File: src/rtl/mc_sequencer_if.sv
// Control bus between the multicycle sequencer (master) and the MIPS datapath (slave).
// Carries the IR fields in, and every select, strobe and debug status out.
interface mc_sequencer_if #(
   parameter int CNT_W = 16
);
   logic             run;
   logic [5:0]       op;
   logic [5:0]       funct;
   logic             pcwrite, irwrite, regwrite, memwrite, branch;
   logic             IorD, alusrcA, regdst, mem2reg, pcsrc;
   logic [1:0]       alusrcB;
   logic [2:0]       alucontrol;
   logic [3:0]       state;
   logic             instr_done;
   logic             illegal;
   logic [CNT_W-1:0] retired;

   modport master (
      input  run, op, funct,
      output pcwrite, irwrite, regwrite, memwrite, branch,
      output IorD, alusrcA, regdst, mem2reg, pcsrc,
      output alusrcB, alucontrol, state, instr_done, illegal, retired
   );

   modport slave (
      output run, op, funct,
      input  pcwrite, irwrite, regwrite, memwrite, branch,
      input  IorD, alusrcA, regdst, mem2reg, pcsrc,
      input  alusrcB, alucontrol, state, instr_done, illegal, retired
   );
endinterface

File: src/rtl/mc_sequencer.sv
// Multicycle MIPS main controller: Moore FSM plus run gate, sticky illegal flag, retire counter.
// Define MC_SEQUENCER_ADDI_EN to build the ADDIEX/ADDIWB states for addi.
module mc_sequencer #(
   parameter int CNT_W = 16
) (
   input  logic          clk,
   input  logic          reset,
   mc_sequencer_if.master bus
);
   localparam logic [5:0] OP_RTYPE = 6'b000000;
   localparam logic [5:0] OP_LW    = 6'b100011;
   localparam logic [5:0] OP_SW    = 6'b101011;
   localparam logic [5:0] OP_BEQ   = 6'b000100;
`ifdef MC_SEQUENCER_ADDI_EN
   localparam logic [5:0] OP_ADDI  = 6'b001000;
`endif

   typedef enum logic [3:0] {
      FETCH   = 4'd0,
      DECODE  = 4'd1,
      MEMADR  = 4'd2,
      MEMRD   = 4'd3,
      MEMWB   = 4'd4,
      MEMWR   = 4'd5,
      EXECUTE = 4'd6,
      ALUWB   = 4'd7,
      BRANCH  = 4'd8
`ifdef MC_SEQUENCER_ADDI_EN
      , ADDIEX = 4'd9,
      ADDIWB  = 4'd10
`endif
   } state_t;

   state_t           state;
   logic             illegal;
   logic [CNT_W-1:0] retired;

   logic is_mem, is_rtype, is_beq, is_addi, legal;
   logic pcwrite, irwrite, regwrite, memwrite, branch, done;
   logic [2:0] funct_alu;

   assign is_mem   = (bus.op == OP_LW) || (bus.op == OP_SW);
   assign is_beq   = (bus.op == OP_BEQ);
   assign is_rtype = (bus.op == OP_RTYPE) &&
                     (bus.funct inside {6'b100000, 6'b100010, 6'b100100, 6'b100101, 6'b101010});
`ifdef MC_SEQUENCER_ADDI_EN
   assign is_addi  = (bus.op == OP_ADDI);
`else
   assign is_addi  = 1'b0;
`endif
   assign legal    = is_mem || is_rtype || is_beq || is_addi;

   always_comb begin
      funct_alu = 3'b010;
      case (bus.funct)
         6'b100010: funct_alu = 3'b110;
         6'b100100: funct_alu = 3'b000;
         6'b100101: funct_alu = 3'b001;
         6'b101010: funct_alu = 3'b111;
         default:   funct_alu = 3'b010;
      endcase
   end

   always_ff @(posedge clk or negedge reset) begin
      if (!reset) begin
         state   <= FETCH;
         illegal <= 1'b0;
         retired <= '0;
      end else begin
         if (done) retired <= retired + 1'b1;
         case (state)
            FETCH:   if (bus.run) state <= DECODE;
            DECODE: begin
               if (is_mem)        state <= MEMADR;
               else if (is_rtype) state <= EXECUTE;
               else if (is_beq)   state <= BRANCH;
`ifdef MC_SEQUENCER_ADDI_EN
               else if (is_addi)  state <= ADDIEX;
`endif
               else begin
                  state   <= FETCH;
                  illegal <= 1'b1;
               end
            end
            MEMADR:  state <= (bus.op == OP_LW) ? MEMRD : MEMWR;
            MEMRD:   state <= MEMWB;
            EXECUTE: state <= ALUWB;
`ifdef MC_SEQUENCER_ADDI_EN
            ADDIEX:  state <= ADDIWB;
            ADDIWB:  state <= FETCH;
`endif
            MEMWB, MEMWR, ALUWB, BRANCH: state <= FETCH;
            default: begin
               state   <= FETCH;
               illegal <= 1'b1;
            end
         endcase
      end
   end

   // Outputs follow state; only FETCH looks at run and only DECODE looks at the opcode.
   always_comb begin
      pcwrite        = 1'b0;
      irwrite        = 1'b0;
      regwrite       = 1'b0;
      memwrite       = 1'b0;
      branch         = 1'b0;
      done           = 1'b0;
      bus.IorD       = 1'b0;
      bus.alusrcA    = 1'b0;
      bus.regdst     = 1'b0;
      bus.mem2reg    = 1'b0;
      bus.pcsrc      = 1'b0;
      bus.alusrcB    = 2'b00;
      bus.alucontrol = 3'b010;
      case (state)
         FETCH: if (bus.run) begin
            irwrite = 1'b1;
            pcwrite = 1'b1;
         end
         DECODE: begin
            bus.alusrcB = 2'b10;
            done        = !legal;
         end
         MEMADR: begin
            bus.alusrcA = 1'b1;
            bus.alusrcB = 2'b10;
         end
         MEMRD: bus.IorD = 1'b1;
         MEMWB: begin
            bus.mem2reg = 1'b1;
            regwrite    = 1'b1;
            done        = 1'b1;
         end
         MEMWR: begin
            bus.IorD = 1'b1;
            memwrite = 1'b1;
            done     = 1'b1;
         end
         EXECUTE: begin
            bus.alusrcA    = 1'b1;
            bus.alusrcB    = 2'b01;
            bus.alucontrol = funct_alu;
         end
         ALUWB: begin
            bus.regdst = 1'b1;
            regwrite   = 1'b1;
            done       = 1'b1;
         end
         BRANCH: begin
            bus.alusrcA    = 1'b1;
            bus.alusrcB    = 2'b01;
            bus.alucontrol = 3'b110;
            bus.pcsrc      = 1'b1;
            branch         = 1'b1;
            done           = 1'b1;
         end
`ifdef MC_SEQUENCER_ADDI_EN
         ADDIEX: begin
            bus.alusrcA = 1'b1;
            bus.alusrcB = 2'b10;
         end
         ADDIWB: begin
            regwrite = 1'b1;
            done     = 1'b1;
         end
`endif
         default: ;
      endcase
   end

   // Strobes are gated by reset so a held reset can never write architectural state.
   assign bus.pcwrite    = pcwrite  & reset;
   assign bus.irwrite    = irwrite  & reset;
   assign bus.regwrite   = regwrite & reset;
   assign bus.memwrite   = memwrite & reset;
   assign bus.branch     = branch   & reset;
   assign bus.instr_done = done;
   assign bus.state      = state;
   assign bus.illegal    = illegal;
   assign bus.retired    = retired;
endmodule

File: src/flat_wrapper.sv
// flat-port wrapper written by rule: the top's interface ports become plain ports
module mc_sequencer_flat 
#(
   parameter int CNT_W = 16
)
  (clk, reset, bus_run, bus_op, bus_funct, bus_pcwrite, bus_irwrite, bus_regwrite, bus_memwrite, bus_branch, bus_IorD, bus_alusrcA, bus_regdst, bus_mem2reg, bus_pcsrc, bus_alusrcB, bus_alucontrol, bus_state, bus_instr_done, bus_illegal, bus_retired);
  mc_sequencer_if #(.CNT_W(CNT_W)) bus_i ();
  input  logic clk;
  input  logic reset;
  input wire logic [$bits(bus_i.run)-1:0] bus_run;
  input wire logic [$bits(bus_i.op)-1:0] bus_op;
  input wire logic [$bits(bus_i.funct)-1:0] bus_funct;
  output wire logic [$bits(bus_i.pcwrite)-1:0] bus_pcwrite;
  output wire logic [$bits(bus_i.irwrite)-1:0] bus_irwrite;
  output wire logic [$bits(bus_i.regwrite)-1:0] bus_regwrite;
  output wire logic [$bits(bus_i.memwrite)-1:0] bus_memwrite;
  output wire logic [$bits(bus_i.branch)-1:0] bus_branch;
  output wire logic [$bits(bus_i.IorD)-1:0] bus_IorD;
  output wire logic [$bits(bus_i.alusrcA)-1:0] bus_alusrcA;
  output wire logic [$bits(bus_i.regdst)-1:0] bus_regdst;
  output wire logic [$bits(bus_i.mem2reg)-1:0] bus_mem2reg;
  output wire logic [$bits(bus_i.pcsrc)-1:0] bus_pcsrc;
  output wire logic [$bits(bus_i.alusrcB)-1:0] bus_alusrcB;
  output wire logic [$bits(bus_i.alucontrol)-1:0] bus_alucontrol;
  output wire logic [$bits(bus_i.state)-1:0] bus_state;
  output wire logic [$bits(bus_i.instr_done)-1:0] bus_instr_done;
  output wire logic [$bits(bus_i.illegal)-1:0] bus_illegal;
  output wire logic [$bits(bus_i.retired)-1:0] bus_retired;
  assign bus_i.run = bus_run;
  assign bus_i.op = bus_op;
  assign bus_i.funct = bus_funct;
  assign bus_pcwrite = bus_i.pcwrite;
  assign bus_irwrite = bus_i.irwrite;
  assign bus_regwrite = bus_i.regwrite;
  assign bus_memwrite = bus_i.memwrite;
  assign bus_branch = bus_i.branch;
  assign bus_IorD = bus_i.IorD;
  assign bus_alusrcA = bus_i.alusrcA;
  assign bus_regdst = bus_i.regdst;
  assign bus_mem2reg = bus_i.mem2reg;
  assign bus_pcsrc = bus_i.pcsrc;
  assign bus_alusrcB = bus_i.alusrcB;
  assign bus_alucontrol = bus_i.alucontrol;
  assign bus_state = bus_i.state;
  assign bus_instr_done = bus_i.instr_done;
  assign bus_illegal = bus_i.illegal;
  assign bus_retired = bus_i.retired;
  mc_sequencer #(.CNT_W(CNT_W)) u_core (.clk(clk), .reset(reset), .bus(bus_i));
endmodule
File: config.mk
export PLATFORM = sky130hd
export DESIGN_NAME = mc_sequencer_flat
export DESIGN_NICKNAME = d
export VERILOG_FILES = /design/src/rtl/mc_sequencer_if.sv /design/src/rtl/mc_sequencer.sv /design/src/flat_wrapper.sv
export SDC_FILE = /design/constraint.sdc
export NUM_CORES = 1
export LEC_CHECK = 0
export CORE_UTILIZATION = 50
export CTS_BUF_LIST = sky130_fd_sc_hd__clkbuf_4 sky130_fd_sc_hd__clkbuf_8
export DETAILED_ROUTE_END_ITERATION = 10
export DONT_BUFFER_PORTS = 1
export GPL_TIMING_DRIVEN = 0
export HOLD_SLACK_MARGIN = 0.05
export MAX_ROUTING_LAYER = met4
export PLACE_DENSITY = 0.67
export RECOVER_POWER = 25
export SETUP_SLACK_MARGIN = 0.3
export SYNTH_ARGS = -nofsm -noshare
export SYNTH_HDL_FRONTEND = slang
export SYNTH_SLANG_ARGS = --single-unit
File: constraint.sdc
create_clock -name clk -period 2.76 [get_ports clk]
set_clock_uncertainty 0.05 [all_clocks]
set_input_delay 0.552 -clock clk [delete_from_list [all_inputs] [get_ports clk]]
set_output_delay 0.552 -clock clk [all_outputs]
set_load 0.03 [all_outputs]
=== Word-level counts from Yosys, hierarchy flattened ===
Index checks and enable logic that the tools add are counted.

* Add/sub/neg operators: 1
* Eq/ne operators: 20
* Muxes and demuxes: 23
* Bitwise operators: 5
* Reductions and logical operators: 16

{| class="wikitable"
|+ Operators by type and width
! cell !! number
|-
| $eq 6x6->1 const B || 7
|-
| $pmux 4 s5 || 1
|-
| $add 16x1->16 const B || 1
|-
| $eq 4x3->1 const B || 4
|-
| $mux 4 || 4
|-
| $mux 1 || 12
|-
| $pmux 3 s4 || 1
|-
| $eq 4x2->1 const B || 2
|-
| $ne 2x2->1 const B || 4
|-
| $reduce_or 2->1 || 4
|-
| $reduce_or 8->1 || 1
|-
| $eq 6x3->1 const B || 1
|-
| $logic_not 6->1 || 1
|-
| $pmux 3 s2 || 1
|-
| $reduce_bool 5->1 || 1
|-
| $and 1x1->1 || 4
|-
| $eq 4x1->1 const B || 1
|-
| $eq 4x4->1 const B || 1
|-
| $logic_not 4->1 || 1
|-
| $pmux 1 s2 || 2
|-
| $pmux 2 s2 || 1
|-
| $reduce_and 4->1 || 1
|-
| $reduce_or 4->1 || 1
|-
| $logic_or 1x1->1 || 3
|-
| 5 further kinds || 5
|}

* Bits in registers: 21
* Logic and storage cells: 68

=== Depth between registers and ports, before layout ===
Gate-level depths: netlist of the first run.

* Depth after elaboration: 7
* Depth in mapped cells: 7
* Mapped depth without buffers: 5

=== Worst setup path before layout of the first run ===
No wires, ideal clock.

* Kind: register -> output
* Start point: register u_core.state[2], in the netlist u_core.bus.state[2]
* End point: output bus_alucontrol[2]
* Arrival time: 2272 ps
* Required time: 2158 ps
* Slack: -114 ps
* Cell stages (with the launch flop): 6
* Cells stage by stage: dfrtp_1 -> buf_2 -> inv_1 -> nor2_1 -> nand4b_1 -> o41ai_1

* Longest elaborated chain between the ends: 2
* Elaborated cells between the ends (all ways): 3
* Those cells by class: 2 x eq/ne; 1 x mux

{| class="wikitable"
|+ RTL lines
! element !! line !! source
|-
| start: declaration || mc_sequencer.sv:34 || <nowiki>state_t state;</nowiki>
|-
| start signal: assignment || mc_sequencer.sv:85 || <nowiki>MEMADR: state <= (bus.op == OP_LW) ? MEMRD : MEMWR;</nowiki>
|-
| $eq 4x4->1 or $eq 4x3->1 (tied branches) || mc_sequencer.sv:116 || <nowiki>case (state)</nowiki>
|-
| $pmux 3 s2 * || mc_sequencer.sv:116 ||
|-
| end: declaration || flat_wrapper.sv:24 || <nowiki>output wire logic [$bits(bus_i.alucontrol)-1:0] bus_alucontrol;</nowiki>
|}

Every way passes the cells marked *; elsewhere a longest branch is shown, timed or not.

=== Worst setup path in the final report of the first run ===
* Start point: register u_core.state[0], in the netlist u_core.bus.state[0]
* End point: output bus_alucontrol[2]

The elaborated chain is that of the path after synthesis.

==> impl_metrics.xml, run 1 <==
<?xml version="1.0" encoding="UTF-8"?>
<metrics>
  <group name="logic_synthesis">
    <metric name="synth-warning-count" unit="">0</metric>
    <metric name="number_of_distinct_library_cells_after_synthesis" unit="">43</metric>
    <metric name="synth_area_in_compound_gates" unit="%">8.86</metric>
    <metric name="netlist_instances" unit="">133</metric>
    <metric name="synth.net_count" unit="">149</metric>
    <metric name="total_of_flip_flops_plus_latches_after_synthesis" unit="">21</metric>
    <metric name="post_synth_mux_area_share" unit="%">1.59</metric>
    <metric name="synth_simple_gate_area_share" unit="%">32.9</metric>
    <metric name="seq_area_frac_synth" unit="%">39.2</metric>
    <metric name="number_of_synthesized_flops_with_an_enable_pin" unit="">0</metric>
    <metric name="post_synth_instance_area" unit="um^2">1340</metric>
    <metric name="synth_xor_area_share" unit="%">11.1</metric>
    <metric name="postSynth.asyncResetShare" unit="%">100</metric>
    <metric name="syn_avg_cell_area" unit="um^2">10.1</metric>
    <metric name="main_combinational_cell_family_by_area_after_synthesis" unit="">simple AND/OR/NAND/NOR gates</metric>
    <metric name="yosys.area_share.adder" unit="%">0.933</metric>
    <metric name="synth_ff_type" unit="">sky130_fd_sc_hd__dfrtp_1</metric>
  </group>
  <group name="finish">
    <metric name="drive_above_1_share" unit="%">39.5</metric>
    <metric name="nets" unit="">169</metric>
    <metric name="num_antenna_cells" unit="">0</metric>
    <metric name="fill_cells" unit="">197</metric>
    <metric name="area_delta_synth_final" unit="%">26.2</metric>
    <metric name="final_cell_area" unit="um^2">1690</metric>
  </group>
  <group name="place">
    <metric name="final_gp_congestion" unit="">0.807</metric>
    <metric name="place_hpwl" unit="um">1970</metric>
    <metric name="place_ws" unit="ps">92.5</metric>
    <metric name="number_of_i_o_port_buffers" unit="">0</metric>
    <metric name="placement.cell_area" unit="um^2">1390</metric>
  </group>
  <group name="floorplan">
    <metric name="dieWidth" unit="um">53.8</metric>
    <metric name="io_pins" unit="">52</metric>
    <metric name="placement_rows" unit="">18</metric>
    <metric name="core_area" unit="um^2">2500</metric>
    <metric name="die-height" unit="um">53.8</metric>
    <metric name="start_util" unit="%">53.7</metric>
    <metric name="die-area" unit="um^2">2890</metric>
  </group>
  <group name="sta">
    <metric name="period_share" unit="%">93.2</metric>
    <metric name="timing.final.setup_violations" unit="">0</metric>
    <metric name="unrepaired_setup_endpoints_after_global_routing" unit="">yes</metric>
    <metric name="timing.final.crit_period" unit="ps">2570</metric>
    <metric name="drv_slew" unit="">0</metric>
    <metric name="worst_pin_slew" unit="ps">916</metric>
    <metric name="crit_path_setup_slack_layout" unit="ps">189</metric>
    <metric name="slew_headroom" unit="%">38.7</metric>
    <metric name="hold_violations" unit="">0</metric>
    <metric name="setup-tns-final" unit="ps">0</metric>
    <metric name="clock.fmax" unit="MHz">389</metric>
  </group>
  <group name="worst_setup_path">
    <metric name="r2r_start" unit="">u_core.bus.state[0]$_DFFE_PN0P_</metric>
    <metric name="crit_chain" unit="">buf_6 -&gt; nor2b_4 -&gt; nand4b_1 -&gt; buf_4 -&gt; o41ai_4</metric>
    <metric name="crit_start" unit="">u_core.bus.state[0]$_DFFE_PN0P_</metric>
    <metric name="critical-path-max-stage-delay" unit="ps">520</metric>
    <metric name="worst-endpoint-required" unit="ps">2160</metric>
    <metric name="slowest_stage" unit="">sky130_fd_sc_hd__dfrtp_1</metric>
    <metric name="worst_path_arrival_time" unit="ps">1970</metric>
    <metric name="cp-start-kind" unit="">flip-flop</metric>
    <metric name="crit_path_end_kind" unit="">output port</metric>
    <metric name="path_max_fanout" unit="">6</metric>
    <metric name="critical_path_class" unit="">reg2out</metric>
  </group>
  <group name="global_route">
    <metric name="global_route.usage.met3" unit="%">9.04</metric>
    <metric name="grt_max_degree" unit="">22</metric>
    <metric name="number_of_global_route_vias_before_repair" unit="">1102</metric>
    <metric name="grt_remaining_overflow" unit="">0</metric>
    <metric name="grt_antenna_before_repair" unit="">0</metric>
    <metric name="top_usage_layer" unit="">met2</metric>
    <metric name="grt_pass1_wl" unit="um">4910</metric>
    <metric name="global_route.usage.met2" unit="%">41.8</metric>
    <metric name="grt_util_all_layers" unit="%">25.0</metric>
    <metric name="grt_util_met1" unit="%">27.7</metric>
  </group>
  <group name="drt">
    <metric name="final_antenna_net_count" unit="">0</metric>
    <metric name="vias" unit="">1102</metric>
    <metric name="post_drt_via_cell_ratio" unit="">6.05</metric>
    <metric name="drt_pre_antenna_iters" unit="">4</metric>
    <metric name="initialDrtViolationCount" unit="">22</metric>
    <metric name="drc" unit="">0</metric>
    <metric name="postRouteWirelength" unit="um">3130</metric>
    <metric name="wl_per_cell" unit="um">17.2</metric>
  </group>
  <group name="clocking">
    <metric name="cts_inserted_buffers" unit="">3</metric>
    <metric name="worstSkewPairLatency" unit="ps">320</metric>
    <metric name="htree_levels" unit="">1</metric>
    <metric name="clockRootBuffer" unit="">sky130_fd_sc_hd__clkbuf_4</metric>
    <metric name="clockBufferDepth" unit="">2</metric>
    <metric name="clock_sink_count" unit="">21</metric>
    <metric name="cts.clk_slew.worst_paths" unit="ps">130</metric>
    <metric name="cts_tree" unit="">done</metric>
  </group>
  <group name="power_and_ir_drop">
    <metric name="pwr_density_cell" unit="nW/um^2">476</metric>
    <metric name="p_total" unit="uW">806</metric>
    <metric name="max_vdd_drop" unit="mV">0.653</metric>
    <metric name="p_leak" unit="uW">0.000749</metric>
  </group>
  <group name="flow_run">
    <metric name="drv.max_cap_violation_count" unit="">0</metric>
  </group>
  <group name="min_path">
    <metric name="holdCritStartpoint" unit="">bus_op[3]</metric>
    <metric name="hold_path_class" unit="">in2reg</metric>
  </group>
  <group name="run_status">
    <metric name="run_status" unit="">complete, no violations</metric>
  </group>
</metrics>
[worst paths after layout]
path	endpoint	cells after the start	slack, ps
worst max-delay path	bus_alucontrol[2]	5	190
worst min-delay path	u_core.bus.state[2]$_DFFE_PN0P_	2	350
worst max register to register	u_core.bus.retired[10]$_DFFE_PN0P_	8	600
worst min register to register	u_core.bus.retired[15]$_DFFE_PN0P_	1	630
max in group asynchronous	u_core.bus.state[2]$_DFFE_PN0P_	1	1290
min in group asynchronous	u_core.bus.retired[4]$_DFFE_PN0P_	1	740
[where the power goes]
part	internal, uW	switching [uW]
Combinational	77.1	78.8
Clock	55.5	103
Sequential	347	145
[stage by stage]
| stage | hold WS [ps] | instances | util [%] |
|---|---|---|---|
| after floorplan | 206 | 133 | - |
| after global placement | 207 | 163 | 55.8 |
| after detailed placement | 207 | 163 | 55.8 |
| after CTS | 335 | 179 | 65.4 |
| after global routing | 365 | 182 | 67.7 |
| final | 354 | 182 | 67.7 |
[per-layer routing]
metal / vias up / share of wire (%)
met5: - / 0
met4: 0 / 1.5
met3: 7 / 6.2
met2: 40 / 51
met1: 535 / 41
li1: 520 / -
[synth_stat cells (2+ instances only)]
cell	n	area, um^2
sky130_fd_sc_hd__nor3_2	4	40.0
sky130_fd_sc_hd__nand2_1	6	22.5
sky130_fd_sc_hd__a21oi_1	5	25.0
sky130_fd_sc_hd__clkbuf_1	4	15.0
sky130_fd_sc_hd__nor4_2	2	25.0
sky130_fd_sc_hd__nor4b_2	3	45.0
sky130_fd_sc_hd__o41ai_1	2	17.5
sky130_fd_sc_hd__xor2_1	13	114
sky130_fd_sc_hd__and3_1	4	25.0
sky130_fd_sc_hd__nor4b_1	2	17.5
sky130_fd_sc_hd__nor3b_1	3	22.5
sky130_fd_sc_hd__nand3_1	4	20.0
sky130_fd_sc_hd__nand4_1	3	18.8
sky130_fd_sc_hd__inv_1	5	18.8
sky130_fd_sc_hd__nor2_1	12	45.0
sky130_fd_sc_hd__dfrtp_1	21	526
sky130_fd_sc_hd__xnor2_1	4	35.0
sky130_fd_sc_hd__o21ai_0	3	15.0
sky130_fd_sc_hd__nand2b_1	5	31.3
sky130_fd_sc_hd__nor3_1	5	25.0
[cell families after synthesis]
group | after synthesis
AND/OR/NAND/NOR | 64
flip-flops | 21
adder cells (fa/ha/maj) | 1
XOR/XNOR | 17
buffers and inverters | 13
multiplexers | 2
AO/OA/AOI/OAI | 15
[registers in the layout, indices dropped and copies added, names as in the netlist]
register            cells
u_core.bus.illegal      1
u_core.bus.retired     16
u_core.bus.state        4
[final cells by class]
class | instances | area [um^2] | share of cell area, %
Multi-Input combinational cell | 99 | 846 | 50.0
Timing Repair Buffer | 15 | 119 | 7.02
Tap cell | 30 | 37.5 | 2.22
Inverter | 5 | 30.0 | 1.77
Sequential cell | 21 | 529 | 31.3
Buffer | 8 | 101 | 5.99
Clock inverter | 1 | 7.51 | 0.443
Clock buffer | 3 | 22.5 | 1.33
[worst max-delay path, delay by kind of cell (launching register included)]
| family | cells | cell delay [ps] |
|---|---|---|
| AND/OR/NAND/NOR | 2 | 270 |
| buffers and inverters | 2 | 380 |
| AO/OA/AOI/OAI | 1 | 470 |
| flip-flops | 1 | 520 |
[cell usage in the layout, fill, tap and decap left out, types with 2 or more instances in the layout]
cell type,count
sky130_fd_sc_hd__nor4b_2,3
sky130_fd_sc_hd__clkbuf_4,3
sky130_fd_sc_hd__nand4_1,3
sky130_fd_sc_hd__nor3_1,3
sky130_fd_sc_hd__and3_1,3
sky130_fd_sc_hd__nor3_2,6
sky130_fd_sc_hd__buf_8,3
sky130_fd_sc_hd__clkinvlp_4,2
sky130_fd_sc_hd__xnor2_1,4
sky130_fd_sc_hd__xor2_1,13
sky130_fd_sc_hd__nor4b_1,2
sky130_fd_sc_hd__nor3b_1,2
sky130_fd_sc_hd__nor4_2,2
sky130_fd_sc_hd__a21oi_1,5
sky130_fd_sc_hd__buf_6,6
sky130_fd_sc_hd__o21ai_0,2
sky130_fd_sc_hd__nor2_4,2
sky130_fd_sc_hd__nor2_1,9
sky130_fd_sc_hd__dfrtp_2,3
sky130_fd_sc_hd__inv_1,2
sky130_fd_sc_hd__nand2b_1,5
sky130_fd_sc_hd__nand3_1,4
sky130_fd_sc_hd__nand2_1,6
sky130_fd_sc_hd__dfrtp_1,18
sky130_fd_sc_hd__buf_4,13
[what timing repair did]
action / CTS / global route
hold endpoints to repair: 21 / 0
endpoints found under the setup margin: 16 / 8
hold buffers: 1 / 0
buffers inserted: 11 / 3
pin swaps: 5 / 8
resized for setup: 38 / 13
Power figures use the tool's default switching activity.
==> run 2: changes to the inputs <==
--- a/config.mk
+++ b/config.mk
@@ -5,6 +5,7 @@
 export SDC_FILE = /design/constraint.sdc
 export NUM_CORES = 1
 export LEC_CHECK = 0
+export CORE_MARGIN = 4
 export CORE_UTILIZATION = 50
 export CTS_BUF_LIST = sky130_fd_sc_hd__clkbuf_4 sky130_fd_sc_hd__clkbuf_8
 export DETAILED_ROUTE_END_ITERATION = 10
==> run 2 against run 1 <==
Utilization shrank 1.7 points. Global-route usage shrank 4.9 points. Fmax is essentially flat. Sequential share of layout area grew 0.44 points. Non-clock buffer count shrank 1. Critical path type unchanged. Via count grew 1.1%. Sequential power is essentially flat. Combinational power grew 4%. Wire length grew 4.9%. Power grew 0.80%. First-iteration DRC count grew 64%.
==> impl_metrics.xml, run 2 (synthesis gave the netlist of run 1 again) <==
<?xml version="1.0" encoding="UTF-8"?>
<metrics>
  <group name="run_status">
    <metric name="run_status" unit="">complete, no violations</metric>
  </group>
  <group name="clocking">
    <metric name="cts.clk_slew.worst_paths" unit="ps">120</metric>
    <metric name="worstSkewPairLatency" unit="ps">300</metric>
    <metric name="clockBufferDepth" unit="">2</metric>
    <metric name="cts_tree" unit="">done</metric>
    <metric name="cts_inserted_buffers" unit="">3</metric>
    <metric name="htree_levels" unit="">1</metric>
    <metric name="clock_sink_count" unit="">21</metric>
    <metric name="clockRootBuffer" unit="">sky130_fd_sc_hd__clkbuf_4</metric>
  </group>
  <group name="worst_setup_path">
    <metric name="crit_start" unit="">u_core.bus.state[1]$_DFFE_PN0P_</metric>
    <metric name="crit_path_end_kind" unit="">output port</metric>
    <metric name="critical_path_class" unit="">reg2out</metric>
    <metric name="path_max_fanout" unit="">5</metric>
    <metric name="worst_path_arrival_time" unit="ps">1970</metric>
    <metric name="cp-start-kind" unit="">flip-flop</metric>
    <metric name="r2r_start" unit="">u_core.bus.state[0]$_DFFE_PN0P_</metric>
    <metric name="worst-endpoint-required" unit="ps">2160</metric>
  </group>
  <group name="power_and_ir_drop">
    <metric name="clock_power_share" unit="%">19.5</metric>
    <metric name="power_frac_comb" unit="%">19.9</metric>
    <metric name="share_seq_of_total_power" unit="%">60.6</metric>
    <metric name="p_leak" unit="uW">0.000747</metric>
    <metric name="internal_power" unit="uW">493</metric>
    <metric name="netSwitchingPower" unit="uW">319</metric>
    <metric name="pwr_density_cell" unit="nW/um^2">488</metric>
    <metric name="switching_share" unit="%">39.3</metric>
    <metric name="max_vdd_drop" unit="mV">0.559</metric>
  </group>
  <group name="place">
    <metric name="place_hpwl" unit="um">2210</metric>
    <metric name="number_of_i_o_port_buffers" unit="">0</metric>
    <metric name="place_inst" unit="">163</metric>
    <metric name="place_ws" unit="ps">99.0</metric>
    <metric name="final_gp_congestion" unit="">0.815</metric>
  </group>
  <group name="drt">
    <metric name="final_antenna_net_count" unit="">0</metric>
    <metric name="initialDrtViolationCount" unit="">36</metric>
    <metric name="drc" unit="">0</metric>
    <metric name="postRouteWirelength" unit="um">3280</metric>
    <metric name="wl_per_cell" unit="um">18.1</metric>
    <metric name="drt_pre_antenna_iters" unit="">4</metric>
    <metric name="vias" unit="">1114</metric>
    <metric name="post_drt_via_cell_ratio" unit="">6.15</metric>
  </group>
  <group name="global_route">
    <metric name="grt_remaining_overflow" unit="">0</metric>
    <metric name="grt_max_degree" unit="">22</metric>
    <metric name="number_of_global_route_vias_before_repair" unit="">1144</metric>
    <metric name="grt_antenna_before_repair" unit="">0</metric>
    <metric name="grt_util_all_layers" unit="%">20.1</metric>
    <metric name="grt_pass1_wl" unit="um">5310</metric>
  </group>
  <group name="floorplan">
    <metric name="die-area" unit="um^2">3580</metric>
    <metric name="start_util" unit="%">53.2</metric>
    <metric name="dieWidth" unit="um">59.8</metric>
    <metric name="core_area" unit="um^2">2520</metric>
    <metric name="io_pins" unit="">52</metric>
    <metric name="die-height" unit="um">59.8</metric>
    <metric name="placement_rows" unit="">18</metric>
  </group>
  <group name="flow_run">
    <metric name="drv.max_cap_violation_count" unit="">0</metric>
  </group>
  <group name="finish">
    <metric name="leading_registers_by_flop_count" unit="">u_core.bus.retired (16), u_core.bus.state (4), u_core.bus.illegal (1)</metric>
    <metric name="num_antenna_cells" unit="">0</metric>
    <metric name="finalNonFillerCells" unit="">181</metric>
    <metric name="fill_cells" unit="">204</metric>
    <metric name="drive_above_1_share" unit="%">36.4</metric>
    <metric name="regMostFlops" unit="">u_core.bus.retired</metric>
    <metric name="nets" unit="">168</metric>
    <metric name="most_frequent_cells_in_the_layout" unit="">sky130_fd_sc_hd__dfrtp_1, sky130_fd_sc_hd__xor2_1, sky130_fd_sc_hd__buf_4</metric>
    <metric name="layout.cells.most_common" unit="">sky130_fd_sc_hd__dfrtp_1</metric>
    <metric name="area_delta_synth_final" unit="%">24.2</metric>
    <metric name="largest_register_ffs" unit="">16</metric>
  </group>
  <group name="sta">
    <metric name="drv_slew" unit="">0</metric>
    <metric name="setup-tns-final" unit="ps">0</metric>
    <metric name="clock.fmax" unit="MHz">389</metric>
    <metric name="unrepaired_setup_endpoints_after_global_routing" unit="">yes</metric>
    <metric name="hold_violations" unit="">0</metric>
    <metric name="worst_pin_slew" unit="ps">952</metric>
    <metric name="slew_headroom" unit="%">36.4</metric>
    <metric name="period_share" unit="%">93.1</metric>
    <metric name="crit_path_setup_slack_layout" unit="ps">189</metric>
    <metric name="timing.final.setup_violations" unit="">0</metric>
    <metric name="timing.final.crit_period" unit="ps">2570</metric>
  </group>
  <group name="min_path">
    <metric name="hold_path_class" unit="">in2reg</metric>
    <metric name="holdCritStartpoint" unit="">bus_op[3]</metric>
  </group>
</metrics>
==> run 2: what timing repair did <==
item	4_1_cts	5_1_grt
hold buffers	1	0
pin swaps	6	8
cloned	0	0
endpoints found under the hold margin	21	0
resized for setup	35	10
endpoints found under the setup margin	15	7
buffers inserted	8	5
==> run 2: power by group through the flow <==
stage / clock network, uW / logic, uW / registers, uW
6_report: 158 / 162 / 492
3_3_place_gp: 0 / 123 / 497
3_5_place_dp: 0 / 131 / 498
4_1_cts: 162 / 148 / 492
5_1_grt: 181 / 178 / 500
2_1_floorplan: 0 / 111 / 483
==> run 2: path summary, 6_finish.rpt <==
kind / to / slack, ps / cells past startpoint
worst max register to register: u_core.bus.retired[11]$_DFFE_PN0P_ / 490 / 8
worst min-delay path: u_core.bus.state[2]$_DFFE_PN0P_ / 350 / 2
worst max-delay path: bus_alucontrol[2] / 190 / 5
max in group asynchronous: u_core.bus.state[2]$_DFFE_PN0P_ / 1240 / 1
worst min register to register: u_core.bus.retired[15]$_DFFE_PN0P_ / 640 / 1
min in group asynchronous: u_core.bus.state[1]$_DFFE_PN0P_ / 780 / 1
==> run 2: layout make-up <==
type                       count  area, um^2  share of cell area, %
multi-input combinational     99         827                   49.7
inverter                       5        30.0                   1.80
timing repair buffer          14         108                   6.46
buffer                         8         105                   6.31
clock buffer                   4        30.0                   1.80
tap                           30        37.5                   2.25
sequential                    21         528                   31.7
==> run 2: critical path: stages (launching register included) <==
cell and delay, ps:
sky130_fd_sc_hd__dfrtp_1 560, sky130_fd_sc_hd__buf_8 170, sky130_fd_sc_hd__nor2b_4 150, sky130_fd_sc_hd__nand4b_1 150, sky130_fd_sc_hd__buf_4 180, sky130_fd_sc_hd__o41ai_4 450
==> run 2: per-layer routing <==
metal	GRT usage (%)	part of all wire, %	up-vias
li1	-	-	510
met1	22.8	38	534
met2	33.8	51	57
met3	3.67	8.2	13
met4	9.81	3.3	0
met5	-	0	-
==> run 2: metrics by stage <==
stage | power (uW) | cell area (um^2) | hold slack, ps | utilization (%)
2_1_floorplan | 593 | 1360 | 206 | -
3_3_place_gp | 619 | 1390 | 208 | 55.3
3_5_place_dp | 629 | 1390 | 208 | 55.3
4_1_cts | 803 | 1600 | 352 | 63.5
5_1_grt | 860 | 1670 | 356 | 66.0
6_report | 812 | 1670 | 355 | 66.0
==> run 3: changes to the inputs <==
--- a/config.mk
+++ b/config.mk
@@ -5,15 +5,17 @@
 export SDC_FILE = /design/constraint.sdc
 export NUM_CORES = 1
 export LEC_CHECK = 0
+export CELL_PAD_IN_SITES_DETAIL_PLACEMENT = 1
+export CELL_PAD_IN_SITES_GLOBAL_PLACEMENT = 1
 export CORE_MARGIN = 4
-export CORE_UTILIZATION = 50
+export CORE_UTILIZATION = 48
 export CTS_BUF_LIST = sky130_fd_sc_hd__clkbuf_4 sky130_fd_sc_hd__clkbuf_8
 export DETAILED_ROUTE_END_ITERATION = 10
 export DONT_BUFFER_PORTS = 1
 export GPL_TIMING_DRIVEN = 0
 export HOLD_SLACK_MARGIN = 0.05
 export MAX_ROUTING_LAYER = met4
-export PLACE_DENSITY = 0.67
+export PLACE_DENSITY = 0.83
 export RECOVER_POWER = 25
 export SETUP_SLACK_MARGIN = 0.3
 export SYNTH_ARGS = -nofsm -noshare
==> run 3 against run 2 <==
Sequential cell count stayed put. Worst setup slack improved by 23 ps. Power shrank 1.1%. Die area rose by 3.6%. Largest cell class unchanged. Wire length up 12%.
==> impl_metrics.xml, run 3 (synthesis gave the netlist of run 1 again) <==
<?xml version="1.0" encoding="UTF-8"?>
<metrics>
  <group name="floorplan">
    <metric name="dieWidth" unit="um">60.9</metric>
    <metric name="io_pins" unit="">52</metric>
    <metric name="start_util" unit="%">52.2</metric>
    <metric name="core_area" unit="um^2">2570</metric>
    <metric name="die-height" unit="um">60.9</metric>
    <metric name="placement_rows" unit="">18</metric>
    <metric name="die-area" unit="um^2">3700</metric>
  </group>
  <group name="worst_setup_path">
    <metric name="crit_path_end_kind" unit="">output port</metric>
    <metric name="critical_path_class" unit="">reg2out</metric>
    <metric name="crit_start" unit="">u_core.bus.state[0]$_DFFE_PN0P_</metric>
    <metric name="crit_chain" unit="">buf_6 -&gt; or3b_1 -&gt; a21oi_2 -&gt; a41oi_4 -&gt; buf_8 -&gt; clkinvlp_4</metric>
    <metric name="worst-endpoint-required" unit="ps">2160</metric>
    <metric name="cp-start-kind" unit="">flip-flop</metric>
    <metric name="slowest_stage" unit="">sky130_fd_sc_hd__dfrtp_1</metric>
    <metric name="r2r_start" unit="">u_core.bus.state[0]$_DFFE_PN0P_</metric>
    <metric name="worst_path_arrival_time" unit="ps">1950</metric>
    <metric name="critical-path-max-stage-delay" unit="ps">520</metric>
    <metric name="path_max_fanout" unit="">8</metric>
  </group>
  <group name="drt">
    <metric name="drt_pre_antenna_iters" unit="">4</metric>
    <metric name="initialDrtViolationCount" unit="">72</metric>
    <metric name="wl_per_cell" unit="um">20.4</metric>
    <metric name="vias" unit="">1089</metric>
    <metric name="drc" unit="">0</metric>
    <metric name="postRouteWirelength" unit="um">3660</metric>
    <metric name="post_drt_via_cell_ratio" unit="">6.08</metric>
    <metric name="final_antenna_net_count" unit="">0</metric>
  </group>
  <group name="power_and_ir_drop">
    <metric name="p_total" unit="uW">803</metric>
    <metric name="p_leak" unit="uW">0.000730</metric>
    <metric name="pwr_density_cell" unit="nW/um^2">482</metric>
    <metric name="max_vdd_drop" unit="mV">0.535</metric>
  </group>
  <group name="global_route">
    <metric name="grt_util_met1" unit="%">23.7</metric>
    <metric name="grt_antenna_before_repair" unit="">0</metric>
    <metric name="number_of_global_route_vias_before_repair" unit="">1158</metric>
    <metric name="top_usage_layer" unit="">met2</metric>
    <metric name="global_route.usage.met3" unit="%">4.89</metric>
    <metric name="grt_remaining_overflow" unit="">0</metric>
    <metric name="global_route.usage.met2" unit="%">37.7</metric>
    <metric name="grt_util_all_layers" unit="%">21.3</metric>
    <metric name="grt_max_degree" unit="">22</metric>
    <metric name="grt_pass1_wl" unit="um">5600</metric>
  </group>
  <group name="clocking">
    <metric name="clockBufferDepth" unit="">2</metric>
    <metric name="clockRootBuffer" unit="">sky130_fd_sc_hd__clkbuf_4</metric>
    <metric name="cts_inserted_buffers" unit="">3</metric>
    <metric name="clock_sink_count" unit="">21</metric>
    <metric name="cts.clk_slew.worst_paths" unit="ps">130</metric>
    <metric name="worstSkewPairLatency" unit="ps">310</metric>
    <metric name="cts_tree" unit="">done</metric>
    <metric name="htree_levels" unit="">1</metric>
  </group>
  <group name="finish">
    <metric name="regMostFlops" unit="">u_core.bus.retired</metric>
    <metric name="area_delta_synth_final" unit="%">24.1</metric>
    <metric name="ff_latch_area" unit="um^2">529</metric>
    <metric name="largest_register_ffs" unit="">16</metric>
    <metric name="drive_above_1_share" unit="%">38.3</metric>
    <metric name="fill_cells" unit="">285</metric>
    <metric name="leading_registers_by_flop_count" unit="">u_core.bus.retired (16), u_core.bus.state (4), u_core.bus.illegal (1)</metric>
    <metric name="final_core_utilization" unit="%">64.8</metric>
    <metric name="layout.cells.most_common" unit="">sky130_fd_sc_hd__dfrtp_1</metric>
    <metric name="most_frequent_cells_in_the_layout" unit="">sky130_fd_sc_hd__dfrtp_1, sky130_fd_sc_hd__xor2_1, sky130_fd_sc_hd__buf_4</metric>
    <metric name="nets" unit="">166</metric>
    <metric name="combined_area_of_the_multi_input_logic_cells" unit="um^2">840</metric>
    <metric name="num_antenna_cells" unit="">0</metric>
  </group>
  <group name="place">
    <metric name="final_gp_congestion" unit="">0.773</metric>
    <metric name="number_of_i_o_port_buffers" unit="">0</metric>
    <metric name="place_ws" unit="ps">101</metric>
    <metric name="place_hpwl" unit="um">2430</metric>
  </group>
  <group name="sta">
    <metric name="unrepaired_setup_endpoints_after_global_routing" unit="">yes</metric>
    <metric name="setup-tns-final" unit="ps">0</metric>
    <metric name="drv_slew" unit="">0</metric>
    <metric name="hold_violations" unit="">0</metric>
    <metric name="crit_path_setup_slack_layout" unit="ps">212</metric>
    <metric name="worst_pin_slew" unit="ps">935</metric>
    <metric name="timing.final.crit_period" unit="ps">2550</metric>
    <metric name="period_share" unit="%">92.3</metric>
    <metric name="clock.fmax" unit="MHz">393</metric>
    <metric name="slew_headroom" unit="%">37.5</metric>
    <metric name="hold-worst-slack" unit="ps">354</metric>
    <metric name="timing.final.setup_violations" unit="">0</metric>
  </group>
  <group name="min_path">
    <metric name="holdCritStartpoint" unit="">bus_op[3]</metric>
    <metric name="hold_path_class" unit="">in2reg</metric>
  </group>
  <group name="run_status">
    <metric name="run_status" unit="">complete, no violations</metric>
  </group>
  <group name="flow_run">
    <metric name="drv.max_cap_violation_count" unit="">0</metric>
  </group>
</metrics>
## run 3: changes by cell type in the layout (fill, tap and decap cells not counted)
cell / change
sky130_fd_sc_hd__nor2_4: +1
sky130_fd_sc_hd__dfrtp_2: +1
sky130_fd_sc_hd__nor2_1: -2
sky130_fd_sc_hd__clkinvlp_4: +1
sky130_fd_sc_hd__nand2_2: +1
sky130_fd_sc_hd__clkbuf_4: -1
sky130_fd_sc_hd__nand2_1: -1
sky130_fd_sc_hd__dfrtp_1: -1
sky130_fd_sc_hd__nor2_2: +1
sky130_fd_sc_hd__buf_4: -2
## run 3: power by group
group / total, uW / leakage [uW] / internal [uW] / switching, uW
combinational: 158 / 0.000445 / 73.8 / 84.7
clock: 151 / 0.0000139 / 55.2 / 95.4
sequential: 494 / 0.000271 / 347 / 147
## run 3: path summary, 6_finish.rpt
path	cells past startpoint	endpoint	slack, ps
worst max-delay path	6	bus_instr_done	210
worst min-delay path	2	u_core.bus.state[2]$_DFFE_PN0P_	350
worst max register to register	7	u_core.bus.retired[12]$_DFFE_PN0P_	570
worst min register to register	1	u_core.bus.retired[15]$_DFFE_PN0P_	640
max in group asynchronous	1	u_core.bus.state[3]$_DFFE_PN0P_	1250
min in group asynchronous	1	u_core.bus.retired[0]$_DFFE_PN0P_	770
## run 3: worst max-delay path: cells and delay by family, from the launching register on
family	cells	cell delay [ps]
compound gates	2	260
buf+inv	3	490
flops	1	520
simple gates	1	370
## run 3: layer usage
layer / part of all wire, % / up-vias
met3: 4.9 / 4
met2: 56 / 32
met4: 0.85 / 0
li1: - / 508
met5: 0 / -
met1: 38 / 545
## run 3: cell type report
class | count | area share (%)
sequential | 21 | 31.8
buffer | 8 | 6.32
clock buffer | 3 | 1.35
inverter | 5 | 1.80
timing repair buffer | 12 | 5.56
clock inverter | 1 | 0.451
multi-input combinational | 99 | 50.5
tap | 30 | 2.26
## run 3: timing repair
action,4_1_cts,5_1_grt
setup endpoints to repair,16,9
endpoints found under the hold margin,21,0
pin swaps,7,7
resized for setup,36,14
buffers inserted,8,3
hold buffers,1,0
## run 3: per-stage QoR
stage	area, um^2	cells
after floorplan	1360	133
after global placement	1390	163
after detailed placement	1390	163
after CTS	1610	176
after global routing	1660	179
final	1660	179
